<file path="config.mk">
export PLATFORM = sky130hd
export DESIGN_NAME = switch_stats_monitor
export DESIGN_NICKNAME = d
export VERILOG_FILES = /design/src/rtl/switch_stats_monitor_pkg.sv /design/src/rtl/switch_stats_monitor_port_stat_counter.sv /design/src/rtl/switch_stats_monitor.sv
export SDC_FILE = /design/constraint.sdc
export NUM_CORES = 1
export LEC_CHECK = 0
export ABC_AREA = 1
export CORE_ASPECT_RATIO = 2
export CORE_MARGIN = 4
export CORE_UTILIZATION = 35
export DETAILED_ROUTE_END_ITERATION = 7
export GPL_TIMING_DRIVEN = 0
export HOLD_SLACK_MARGIN = 0.02
export RECOVER_POWER = 50
export REMOVE_ABC_BUFFERS = 1
export SETUP_SLACK_MARGIN = 0.1
export SLEW_MARGIN = 10
export SYNTH_ARGS = -nofsm -noshare
export SYNTH_HDL_FRONTEND = slang
export SYNTH_SLANG_ARGS = --single-unit
</file>
<file path="constraint.sdc">
create_clock -name clk -period 5.8 [get_ports clk]
set_input_delay 0.87 -clock clk [delete_from_list [all_inputs] [get_ports clk]]
set_output_delay 0.87 -clock clk [all_outputs]
set_load 0.005 [all_outputs]
</file>
<file path="src/rtl/switch_stats_monitor_pkg.sv">
// Shared types and helpers for the switch statistics monitor.
// Holds the read-select encoding, check FSM states and popcount.
package switch_stats_monitor_pkg;

  localparam int PC_W = 5;

  typedef enum logic [1:0] {
    SEL_ACC = 2'd0,
    SEL_DRP = 2'd1,
    SEL_DEL = 2'd2,
    SEL_FLG = 2'd3
  } rd_sel_e;

  typedef enum logic [1:0] {
    CHK_IDLE    = 2'd0,
    CHK_QUIET   = 2'd1,
    CHK_COMPARE = 2'd2,
    CHK_DONE    = 2'd3
  } chk_state_e;

  function automatic logic [PC_W-1:0] popcount(
    input logic [15:0] v
  );
    logic [PC_W-1:0] c;
    c = '0;
    for (int i = 0; i < 16; i++) begin
      c = c + PC_W'(v[i]);
    end
    return c;
  endfunction

endpackage

</file>
<file path="src/rtl/switch_stats_monitor_port_stat_counter.sv">
// One port's saturating accepted/dropped/delivered counters,
// their shadow copies and the sticky saturation flag.
module port_stat_counter
  import switch_stats_monitor_pkg::*;
#(
  parameter int CNT_WIDTH = 16
) (
  input  logic                 clk,
  input  logic                 rst_n,
  input  logic                 valid_in_i,
  input  logic                 fifo_full_i,
  input  logic                 valid_out_i,
  input  logic                 clear_i,
  input  logic                 snap_i,
  input  logic [PC_W-1:0]      weight_i,
  output logic [CNT_WIDTH-1:0] acc_o,
  output logic [CNT_WIDTH-1:0] del_o,
  output logic [CNT_WIDTH-1:0] sh_acc_o,
  output logic [CNT_WIDTH-1:0] sh_drp_o,
  output logic [CNT_WIDTH-1:0] sh_del_o,
  output logic                 sat_o,
  output logic                 sh_sat_o
);

  localparam int SW = CNT_WIDTH + PC_W + 1;
  localparam logic [CNT_WIDTH-1:0] MAXV = '1;

  // Returns {overflowed, clamped sum}.
  function automatic logic [CNT_WIDTH:0] sat_add(
    input logic [CNT_WIDTH-1:0] a,
    input logic [PC_W-1:0]      b
  );
    logic [SW-1:0] s;
    s = SW'(a) + SW'(b);
    if (s > SW'(MAXV)) begin
      return {1'b1, MAXV};
    end
    return {1'b0, s[CNT_WIDTH-1:0]};
  endfunction

  logic [CNT_WIDTH-1:0] acc_q, acc_d, acc_n;
  logic [CNT_WIDTH-1:0] drp_q, drp_d, drp_n;
  logic [CNT_WIDTH-1:0] del_q, del_d, del_n;
  logic [CNT_WIDTH-1:0] sh_acc_q, sh_acc_d;
  logic [CNT_WIDTH-1:0] sh_drp_q, sh_drp_d;
  logic [CNT_WIDTH-1:0] sh_del_q, sh_del_d;
  logic                 sat_q, sat_d, sat_n;
  logic                 sh_sat_q, sh_sat_d;
  logic                 acc_ovf, drp_ovf, del_ovf;
  logic [PC_W-1:0]      acc_w, drp_w, del_w;

  always_comb begin
    acc_w = (valid_in_i && !fifo_full_i) ? weight_i : '0;
    drp_w = (valid_in_i && fifo_full_i) ? weight_i : '0;
    del_w = PC_W'(valid_out_i);
    {acc_ovf, acc_n} = sat_add(acc_q, acc_w);
    {drp_ovf, drp_n} = sat_add(drp_q, drp_w);
    {del_ovf, del_n} = sat_add(del_q, del_w);
    sat_n = sat_q | acc_ovf | drp_ovf | del_ovf;
    // Shadow captures this cycle's events even when clear wipes live.
    sh_acc_d = snap_i ? acc_n : sh_acc_q;
    sh_drp_d = snap_i ? drp_n : sh_drp_q;
    sh_del_d = snap_i ? del_n : sh_del_q;
    sh_sat_d = snap_i ? sat_n : sh_sat_q;
    acc_d = clear_i ? '0 : acc_n;
    drp_d = clear_i ? '0 : drp_n;
    del_d = clear_i ? '0 : del_n;
    sat_d = clear_i ? 1'b0 : sat_n;
  end

  always_ff @(posedge clk or negedge rst_n) begin
    if (!rst_n) begin
      acc_q    <= '0;
      drp_q    <= '0;
      del_q    <= '0;
      sat_q    <= 1'b0;
      sh_acc_q <= '0;
      sh_drp_q <= '0;
      sh_del_q <= '0;
      sh_sat_q <= 1'b0;
    end else begin
      acc_q    <= acc_d;
      drp_q    <= drp_d;
      del_q    <= del_d;
      sat_q    <= sat_d;
      sh_acc_q <= sh_acc_d;
      sh_drp_q <= sh_drp_d;
      sh_del_q <= sh_del_d;
      sh_sat_q <= sh_sat_d;
    end
  end

  assign acc_o    = acc_q;
  assign del_o    = del_q;
  assign sh_acc_o = sh_acc_q;
  assign sh_drp_o = sh_drp_q;
  assign sh_del_o = sh_del_q;
  assign sat_o    = sat_q;
  assign sh_sat_o = sh_sat_q;

endmodule

</file>
<file path="src/rtl/switch_stats_monitor.sv">
// N-port traffic statistics engine: per-port counters, shadow
// read bank and a quiet-window drain check reporting loss.
module switch_stats_monitor
  import switch_stats_monitor_pkg::*;
#(
  parameter int NUM_PORTS    = 4,
  parameter int CNT_WIDTH    = 16,
  parameter int QUIET_CYCLES = 32,
  parameter int MAX_WAIT     = 4096
) (
  input  logic                                clk,
  input  logic                                rst_n,
  input  logic [NUM_PORTS-1:0]                valid_in,
  input  logic [NUM_PORTS*NUM_PORTS-1:0]      target_in,
  input  logic [NUM_PORTS-1:0]                fifo_full,
  input  logic [NUM_PORTS-1:0]                valid_out,
  input  logic                                clear,
  input  logic                                snap,
  input  logic [$clog2(NUM_PORTS)-1:0]        rd_port,
  input  logic [1:0]                          rd_sel,
  output logic [CNT_WIDTH-1:0]                rd_data,
  output logic [NUM_PORTS-1:0]                sat_flag,
  input  logic                                check_req,
  output logic                                check_busy,
  output logic                                check_done,
  output logic                                check_pass,
  output logic                                check_timeout,
  output logic [CNT_WIDTH+$clog2(NUM_PORTS):0] loss_count
);

  localparam int PW = $clog2(NUM_PORTS);
  localparam int TW = CNT_WIDTH + PW;
  localparam int LW = TW + 1;
  localparam int IW = $clog2(QUIET_CYCLES + 1);
  localparam int WW = $clog2(MAX_WAIT + 1);

  logic [CNT_WIDTH-1:0] acc_live [NUM_PORTS];
  logic [CNT_WIDTH-1:0] del_live [NUM_PORTS];
  logic [CNT_WIDTH-1:0] sh_acc   [NUM_PORTS];
  logic [CNT_WIDTH-1:0] sh_drp   [NUM_PORTS];
  logic [CNT_WIDTH-1:0] sh_del   [NUM_PORTS];
  logic [NUM_PORTS-1:0] sh_sat;

  for (genvar p = 0; p < NUM_PORTS; p++) begin : g_port
    logic [PC_W-1:0] weight;
    assign weight = popcount(16'(target_in[p*NUM_PORTS +: NUM_PORTS]));

    port_stat_counter #(
      .CNT_WIDTH(CNT_WIDTH)
    ) u_cnt (
      .clk        (clk),
      .rst_n      (rst_n),
      .valid_in_i (valid_in[p]),
      .fifo_full_i(fifo_full[p]),
      .valid_out_i(valid_out[p]),
      .clear_i    (clear),
      .snap_i     (snap),
      .weight_i   (weight),
      .acc_o      (acc_live[p]),
      .del_o      (del_live[p]),
      .sh_acc_o   (sh_acc[p]),
      .sh_drp_o   (sh_drp[p]),
      .sh_del_o   (sh_del[p]),
      .sat_o      (sat_flag[p]),
      .sh_sat_o   (sh_sat[p])
    );
  end

  logic [TW-1:0]        acc_tot, del_tot;
  logic [LW-1:0]        loss_now;
  logic                 act;

  always_comb begin
    acc_tot = '0;
    del_tot = '0;
    for (int p = 0; p < NUM_PORTS; p++) begin
      acc_tot = acc_tot + TW'(acc_live[p]);
      del_tot = del_tot + TW'(del_live[p]);
    end
    loss_now = LW'(acc_tot) - LW'(del_tot);
    act = (|valid_in) || (|valid_out);
  end

  chk_state_e           st_q, st_d;
  logic [IW-1:0]        idle_q, idle_d;
  logic [WW-1:0]        wait_q, wait_d;
  logic [LW-1:0]        loss_q, loss_d;
  logic                 pass_q, pass_d;
  logic                 to_q, to_d;
  logic [CNT_WIDTH-1:0] rd_q, rd_d;

  always_comb begin
    st_d   = st_q;
    idle_d = idle_q;
    wait_d = wait_q;
    loss_d = loss_q;
    pass_d = pass_q;
    to_d   = to_q;
    unique case (st_q)
      CHK_IDLE: begin
        if (check_req) begin
          st_d   = CHK_QUIET;
          idle_d = '0;
          wait_d = '0;
        end
      end
      CHK_QUIET: begin
        idle_d = act ? '0 : idle_q + 1'b1;
        wait_d = wait_q + 1'b1;
        if (idle_q == IW'(QUIET_CYCLES)) begin
          st_d = CHK_COMPARE;
        end else if (wait_q == WW'(MAX_WAIT)) begin
          st_d   = CHK_DONE;
          loss_d = loss_now;
          to_d   = 1'b1;
          pass_d = 1'b0;
        end
      end
      CHK_COMPARE: begin
        st_d   = CHK_DONE;
        loss_d = loss_now;
        to_d   = 1'b0;
        pass_d = (loss_now == '0) && !(|sat_flag);
      end
      CHK_DONE: begin
        st_d = CHK_IDLE;
      end
    endcase
    // Clear aborts a running check and drops held results.
    if (clear) begin
      st_d   = CHK_IDLE;
      loss_d = '0;
      pass_d = 1'b0;
      to_d   = 1'b0;
    end
  end

  always_comb begin
    rd_d = '0;
    unique case (rd_sel_e'(rd_sel))
      SEL_ACC: rd_d = sh_acc[rd_port];
      SEL_DRP: rd_d = sh_drp[rd_port];
      SEL_DEL: rd_d = sh_del[rd_port];
      SEL_FLG: rd_d = CNT_WIDTH'({sh_sat[rd_port], to_q});
    endcase
  end

  always_ff @(posedge clk or negedge rst_n) begin
    if (!rst_n) begin
      st_q   <= CHK_IDLE;
      idle_q <= '0;
      wait_q <= '0;
      loss_q <= '0;
      pass_q <= 1'b0;
      to_q   <= 1'b0;
      rd_q   <= '0;
    end else begin
      st_q   <= st_d;
      idle_q <= idle_d;
      wait_q <= wait_d;
      loss_q <= loss_d;
      pass_q <= pass_d;
      to_q   <= to_d;
      rd_q   <= rd_d;
    end
  end

  assign rd_data       = rd_q;
  assign check_busy    = (st_q != CHK_IDLE);
  assign check_done    = (st_q == CHK_DONE);
  assign check_pass    = pass_q;
  assign check_timeout = to_q;
  assign loss_count    = loss_q;

endmodule
</file>
# Word-level counts from Yosys, hierarchy flattened
# Cells that the tools add are included.
# totals
output_inout_bits	43
in_bits	37
elab_cells	233
regBits	450
# op_classes
reduce_logical	27
bitwise_logic	13
muxes	94
n_eq_ne	13
magnitude_cmp	14
addsub	33
# op_table
cell	count
$mux 17	24
$mux 16	18
$gt 22x16->1 const B	12
$add 16x5->17	8
$bmux 16 s2	3
$add 16x1->17	4
$pmux 16 s4	1
$mux 19	3
$pmux 19 s2	1
$add 17x16->18	2
$add 18x16->18	2
$add 16x16->17	2
$mux 4	8
$pmux 13 s2	1
$mux 1	23
$logic_not 19->1	1
$sub 18x18->19	1
$add 3x1->4	4
$add 13x1->13 const B	1
$eq 13x13->1 const B	1
$mux 13	1
$add 2x1->3	4
$mux 6	2
$or 1x1->1	12
other kinds (25)	55

# Logic depth before layout (Yosys ltp)
# logic_depth
ltp_word	12
depth_mapped	24

# Cells and area by module
# A second synthesis with hierarchy kept.
# hier_totals
cells_unflattened	3641
hier_area_um2	28431.0
# by_module_without_submodules
mod	cells_each	area_each_um2	instances	seq_area_each_um2
port_stat_counter at g_port[0].u_cnt ...	636	5076.1	2	2452.4
switch_stats_monitor	1105	7901.3	1	1451.4
port_stat_counter at g_port[2].u_cnt	628	5238.8	1	2452.4
port_stat_counter at g_port[1].u_cnt	636	5138.7	1	2452.4

# Worst setup path after synthesis
# Ideal clock, no wire load.
# synth_path
path_kind	reg2reg
start	register g_port[3].u_cnt.del_q[1]
end	register loss_q[17], in the netlist loss_count[17]
setup_slack_ps	1752
arrival_time_ps	3927
stages_incl_launch_ff	20
path_buffers	0
required_time_ps	5679
period_less_slack_ps	4048
path_cell_list	dfrtp_1 inv_1 fa_1 fa_1 fa_1 inv_1 fa_1 inv_1 ha_1 inv_1 fa_1 inv_1 nand3_1 nand2_1 nand2_1 nand2_1 nand2_1 nand3_1 nand2_1 a22o_1
# synth_between
elab_chain_cells	6
# synth_lines
element	line	text
from (decl)	switch_stats_monitor_port_stat_counter.sv:43	logic [CNT_WIDTH-1:0] del_q, del_d, del_n;
from (signal assigned)	switch_stats_monitor_port_stat_counter.sv:84	del_q <= del_d;
$add 18x16->18 *	switch_stats_monitor.sv:78	del_tot = del_tot + TW'(del_live[p]);
$sub 18x18->19 *	switch_stats_monitor.sv:80	loss_now = LW'(acc_tot) - LW'(del_tot);
$mux 19	switch_stats_monitor.sv:112	end else if (wait_q == WW'(MAX_WAIT)) begin
$mux 19	switch_stats_monitor.sv:110	if (idle_q == IW'(QUIET_CYCLES)) begin
$pmux 19 s2 *	switch_stats_monitor.sv:99	unique case (st_q)
$mux 19 *	switch_stats_monitor.sv:130	if (clear) begin
to (signal assigned)	switch_stats_monitor.sv:161	loss_q <= loss_d;
to (decl)	switch_stats_monitor.sv:87	logic [LW-1:0] loss_q, loss_d;
# Mark *: on every way between the ends. The rest lies on a longest branch, timed or not. The select of a mux whose other input is x is not followed.
# A chain may end at the register's enable or synchronous reset.

# Worst setup path after layout
# layout_path
start	register g_port[0].u_cnt.acc_q[1]
end	register pass_q, in the netlist check_pass
# layout_between
elab_chain_cells	8
# layout_lines
element	line	text
from (decl)	switch_stats_monitor_port_stat_counter.sv:41	logic [CNT_WIDTH-1:0] acc_q, acc_d, acc_n;
from (signal assigned)	switch_stats_monitor_port_stat_counter.sv:73	acc_q <= '0;
from (signal assigned)	switch_stats_monitor_port_stat_counter.sv:82	acc_q <= acc_d;
$add 16x16->17	switch_stats_monitor.sv:77	acc_tot = acc_tot + TW'(acc_live[p]);
$add 17x16->18	switch_stats_monitor.sv:77	
$add 18x16->18	switch_stats_monitor.sv:77	
$sub 18x18->19	switch_stats_monitor.sv:80	
$logic_not 19->1	switch_stats_monitor.sv:123	pass_d = (loss_now == '0) && !(|sat_flag);
$logic_and 1x1->1	switch_stats_monitor.sv:123	
$pmux 1 s2	switch_stats_monitor.sv:99	
$mux 1	switch_stats_monitor.sv:130	
to (signal assigned)	switch_stats_monitor.sv:162	pass_q <= pass_d;
to (decl)	switch_stats_monitor.sv:88	logic pass_q, pass_d;
# Every way passes these cells.

==> flow_metrics.env <==
export IMPL_outcome="finished with violations"
export IMPL_drcViolationCount=0
export IMPL_clkPwrFrac_pct=36.3
export IMPL_routedWlPerCell_um=20.6
export IMPL_rsz0062_at_grt="false"
export IMPL_synthCells=3169
export IMPL_io_buffer_count=79
export IMPL_root_buffer="clkbuf_16"
export IMPL_insertion_delay_ns=0.58
export IMPL_post_cts_buffers=0
export IMPL_comb_power_share_pct=21.2
export IMPL_die_w_um=201
export IMPL_r2r_start="g_port[0].u_cnt.acc_o[1]"
export IMPL_required_ns=6.31
export IMPL_synthFlopType="dfrtp_1"
export IMPL_antenna_found_initial=0
export IMPL_worstPathArrival_ns=5.56
export IMPL_relSlewSlack_pct=-125
export IMPL_gp_congestion=0.947
export IMPL_grt_pass1_wl_mm=129
export IMPL_critPathLaunchType="flip-flop"
export IMPL_cap_viol_max_count=4
export IMPL_async_flop_share_pct=100
export IMPL_track_usage_pct=21.1
export IMPL_switching_power_mw=2.55
export IMPL_cts_path_max_buffers=3
export IMPL_yosysWarningCount=0
export IMPL_dpl_cell_count=4063
export IMPL_pin_count=80
export IMPL_grt_max_degree=145
export IMPL_die_y_um=395
export IMPL_cts_resized=0
export IMPL_synth_common_cells="nand2_1, dfrtp_1, inv_1, nor2_1, a21oi_1"
export IMPL_dp_slack_ns=0.901
export IMPL_synth_edf_count=0
export IMPL_critPathLaunch="g_port[0].u_cnt.acc_o[1]"
export IMPL_area_growth_pct=11.8
export IMPL_hold_class="reg -> reg"
export IMPL_intPower_mw=5.58
export IMPL_worstReg2RegEnd="check_pass"
export IMPL_violations="capacitance limit, slew limit"
export IMPL_drive_gt1_share_pct=5.48
export IMPL_via_per_inst=5.16
export IMPL_vias=21400
export IMPL_synth_area_leaders="dfrtp_1, fa_1, nand2_1"
export IMPL_swShare_pct=31.4
export IMPL_start_util_pct=35.3
export IMPL_grt_pass1_vias=21600
export IMPL_synthDistinctLibCells=59
export IMPL_synth_top_area_share_pct=43.0
export IMPL_finalCriticalPeriod_ns=5.05
export IMPL_drt_iter0_drc=1515
export IMPL_cts_tree="built"
export IMPL_clk_pin_slew_ns=0.07
export IMPL_leakage_nw=13.7
export IMPL_antennaDiodeCount=0
export IMPL_setup_ws_ns=0.747
export IMPL_critPathMaxFanout=5
export IMPL_dp_hpwl_mm=64.7
export IMPL_hold_slack_ns=0.475
export IMPL_ctsHoldBuffers=0
export IMPL_timing_worst_setup_path_type="reg -> reg"
export IMPL_place_area_um2=27900
export IMPL_yosysMostFrequentCell="nand2_1"
export IMPL_endpoint="check_pass"
export IMPL_syn_area_um2=26200
export IMPL_drt_first_pass_iters=5
export IMPL_seq_area_frac_synth_pct=43.0
export IMPL_worstRegToRegCells=20
export IMPL_grt_overflow_total=0
export IMPL_die_area_um2=79500
export IMPL_slew_violations=147
export IMPL_finalSetupViolations=0
export IMPL_finClkSkew_ns=0.0183
export IMPL_fmax_ghz=0.198
export IMPL_worst_setup_path_end_kind="flip-flop"
export IMPL_wirelength_mm=85.3
export IMPL_fin_nets=3392
export IMPL_core_um2=74100
export IMPL_tightest_slew_ns=3.38
export IMPL_hold_violations=0
export IMPL_final_min_period_over_clock_period_pct=87.1
export IMPL_irDropWorstVdd_mv=0.246
export IMPL_instances_no_fill=4140
export IMPL_power_density_nw_per_um2=278
export IMPL_cts_sinks=450
export IMPL_pwr_share_seq_pct=42.5
export IMPL_drtAntennaViolNets=0
export IMPL_ys_seq_elements=450
export IMPL_yosys_area_top_type="dfrtp_1"
export IMPL_cts_max_level=2
export IMPL_avgSynthCellArea_um2=8.26
export IMPL_rows=141
export IMPL_rrSetupSlack_ns=0.75
export IMPL_fin_area_um2=29300
export IMPL_post_route_util_pct=39.5
export IMPL_cts_made_buffers=42
export IMPL_fillers=7598
[cell type report]
class,count,area [µm²],area share [%]
Sequential cell,450,11300,38.5
Multi-Input combinational cell,2144,12600,43.2
Clock buffer,55,1160,3.96
Timing Repair Buffer,93,1100,3.77
Inverter,447,1680,5.75
Clock inverter,22,263,0.898
Tap cell,929,1160,3.97
[layout by cell type, fill, tap and decap left out, drive strengths merged, types with 68 or more instances in the layout]
master	Yosys	routed
nor2	447	447
xor2	76	76
nand2	587	587
dfrtp	450	450
fa	109	109
a31oi	128	128
ha	68	68
a21oi	198	198
o21ai	202	202
inv	445	447
nand3	146	146
[logic make-up after synthesis]
family / count (synthesis) / synth area share, %
and+or+nand+nor: 1297 / 21.3
AOI/OAI and AO/OA: 579 / 12.4
buffers and inverters: 575 / 8.67
DFF: 450 / 43.0
adders and majority gates: 177 / 11.6
xor gates and xnor gates: 91 / 3.04
[state kept, by name, summed over array words and instances, names as in the netlist]
| register | count |
|---|---|
| g_port.u_cnt.sh_drp_o | 64 |
| idle_q | 6 |
| g_port.u_cnt.sh_del_o | 64 |
| g_port.u_cnt.sat_o | 4 |
| g_port.u_cnt.sh_sat_o | 4 |
| loss_count | 19 |
| wait_q | 13 |
| rd_data | 16 |
| st_q | 2 |
| check_timeout | 1 |
| g_port.u_cnt.sh_acc_o | 64 |
| g_port.u_cnt.acc_o | 64 |
| g_port.u_cnt.del_o | 64 |
| check_pass | 1 |
| g_port.u_cnt.drp_q | 64 |
[per-layer routing]
metal / track usage, % / wire length, µm
met1: 21.8 / 29700
met2: 38.3 / 44000
met3: 1.92 / 2600
met4: 17.7 / 9030
met5: 0 / 0
[power by group through the flow]
stage               combinational [mW]  clock (mW)  sequential (mW)
finish                            1.73        2.95             3.45
global route                      1.93        3.12             3.48
CTS                               1.74        3.00             3.46
detailed placement                1.73           0             3.51
global placement                  1.72           0             3.52
floorplan                        0.928           0             3.48
[worst min path at each step]
| stage | start | to | slack [ns] | cells after the start |
|---|---|---|---|---|
| final | g_port[1].u_cnt.sh_acc_o[11] | g_port[1].u_cnt.sh_acc_o[11] | 0.48 | 2 |
| after global routing | g_port[1].u_cnt.sh_acc_o[13] | g_port[1].u_cnt.sh_acc_o[13] | 0.49 | 2 |
| after CTS | rst_n | g_port[2].u_cnt.sh_del_o[12] | 0.23 | 1 |
| after detailed placement | g_port[1].u_cnt.sh_acc_o[11] | g_port[1].u_cnt.sh_acc_o[11] | 0.46 | 2 |
| after global placement | g_port[1].u_cnt.sh_acc_o[13] | g_port[1].u_cnt.sh_acc_o[13] | 0.46 | 2 |
| after floorplan | g_port[1].u_cnt.sh_del_o[10] | g_port[1].u_cnt.sh_del_o[10] | 0.44 | 2 |
[critical path, cell delays in order (launching register included)]
cell and delay [ns]:
dfrtp_1 0.61, fa_1 0.51, fa_1 0.50, fa_1 0.55
inv_1 0.06, fa_1 0.47, inv_1 0.07, ha_1 0.30
inv_1 0.09, fa_1 0.41, inv_1 0.17, nand2_1 0.08
nand2_1 0.17, nand2_1 0.07, nor2_1 0.26, nand3_1 0.19
nor2_1 0.14, nand3_1 0.09, nor2_1 0.10, nand3_1 0.09
nand2_1 0.06
[through the flow]
| step | TNS (ns) | power, mW |
|---|---|---|
| global placement | -9453.26 | 5.25 |
| finish | 0 | 8.13 |
| CTS | 0 | 8.20 |
| global route | 0 | 8.53 |
| floorplan | 0 | 4.41 |
| detailed placement | 0 | 5.24 |
Power figures use the tool's default switching activity.
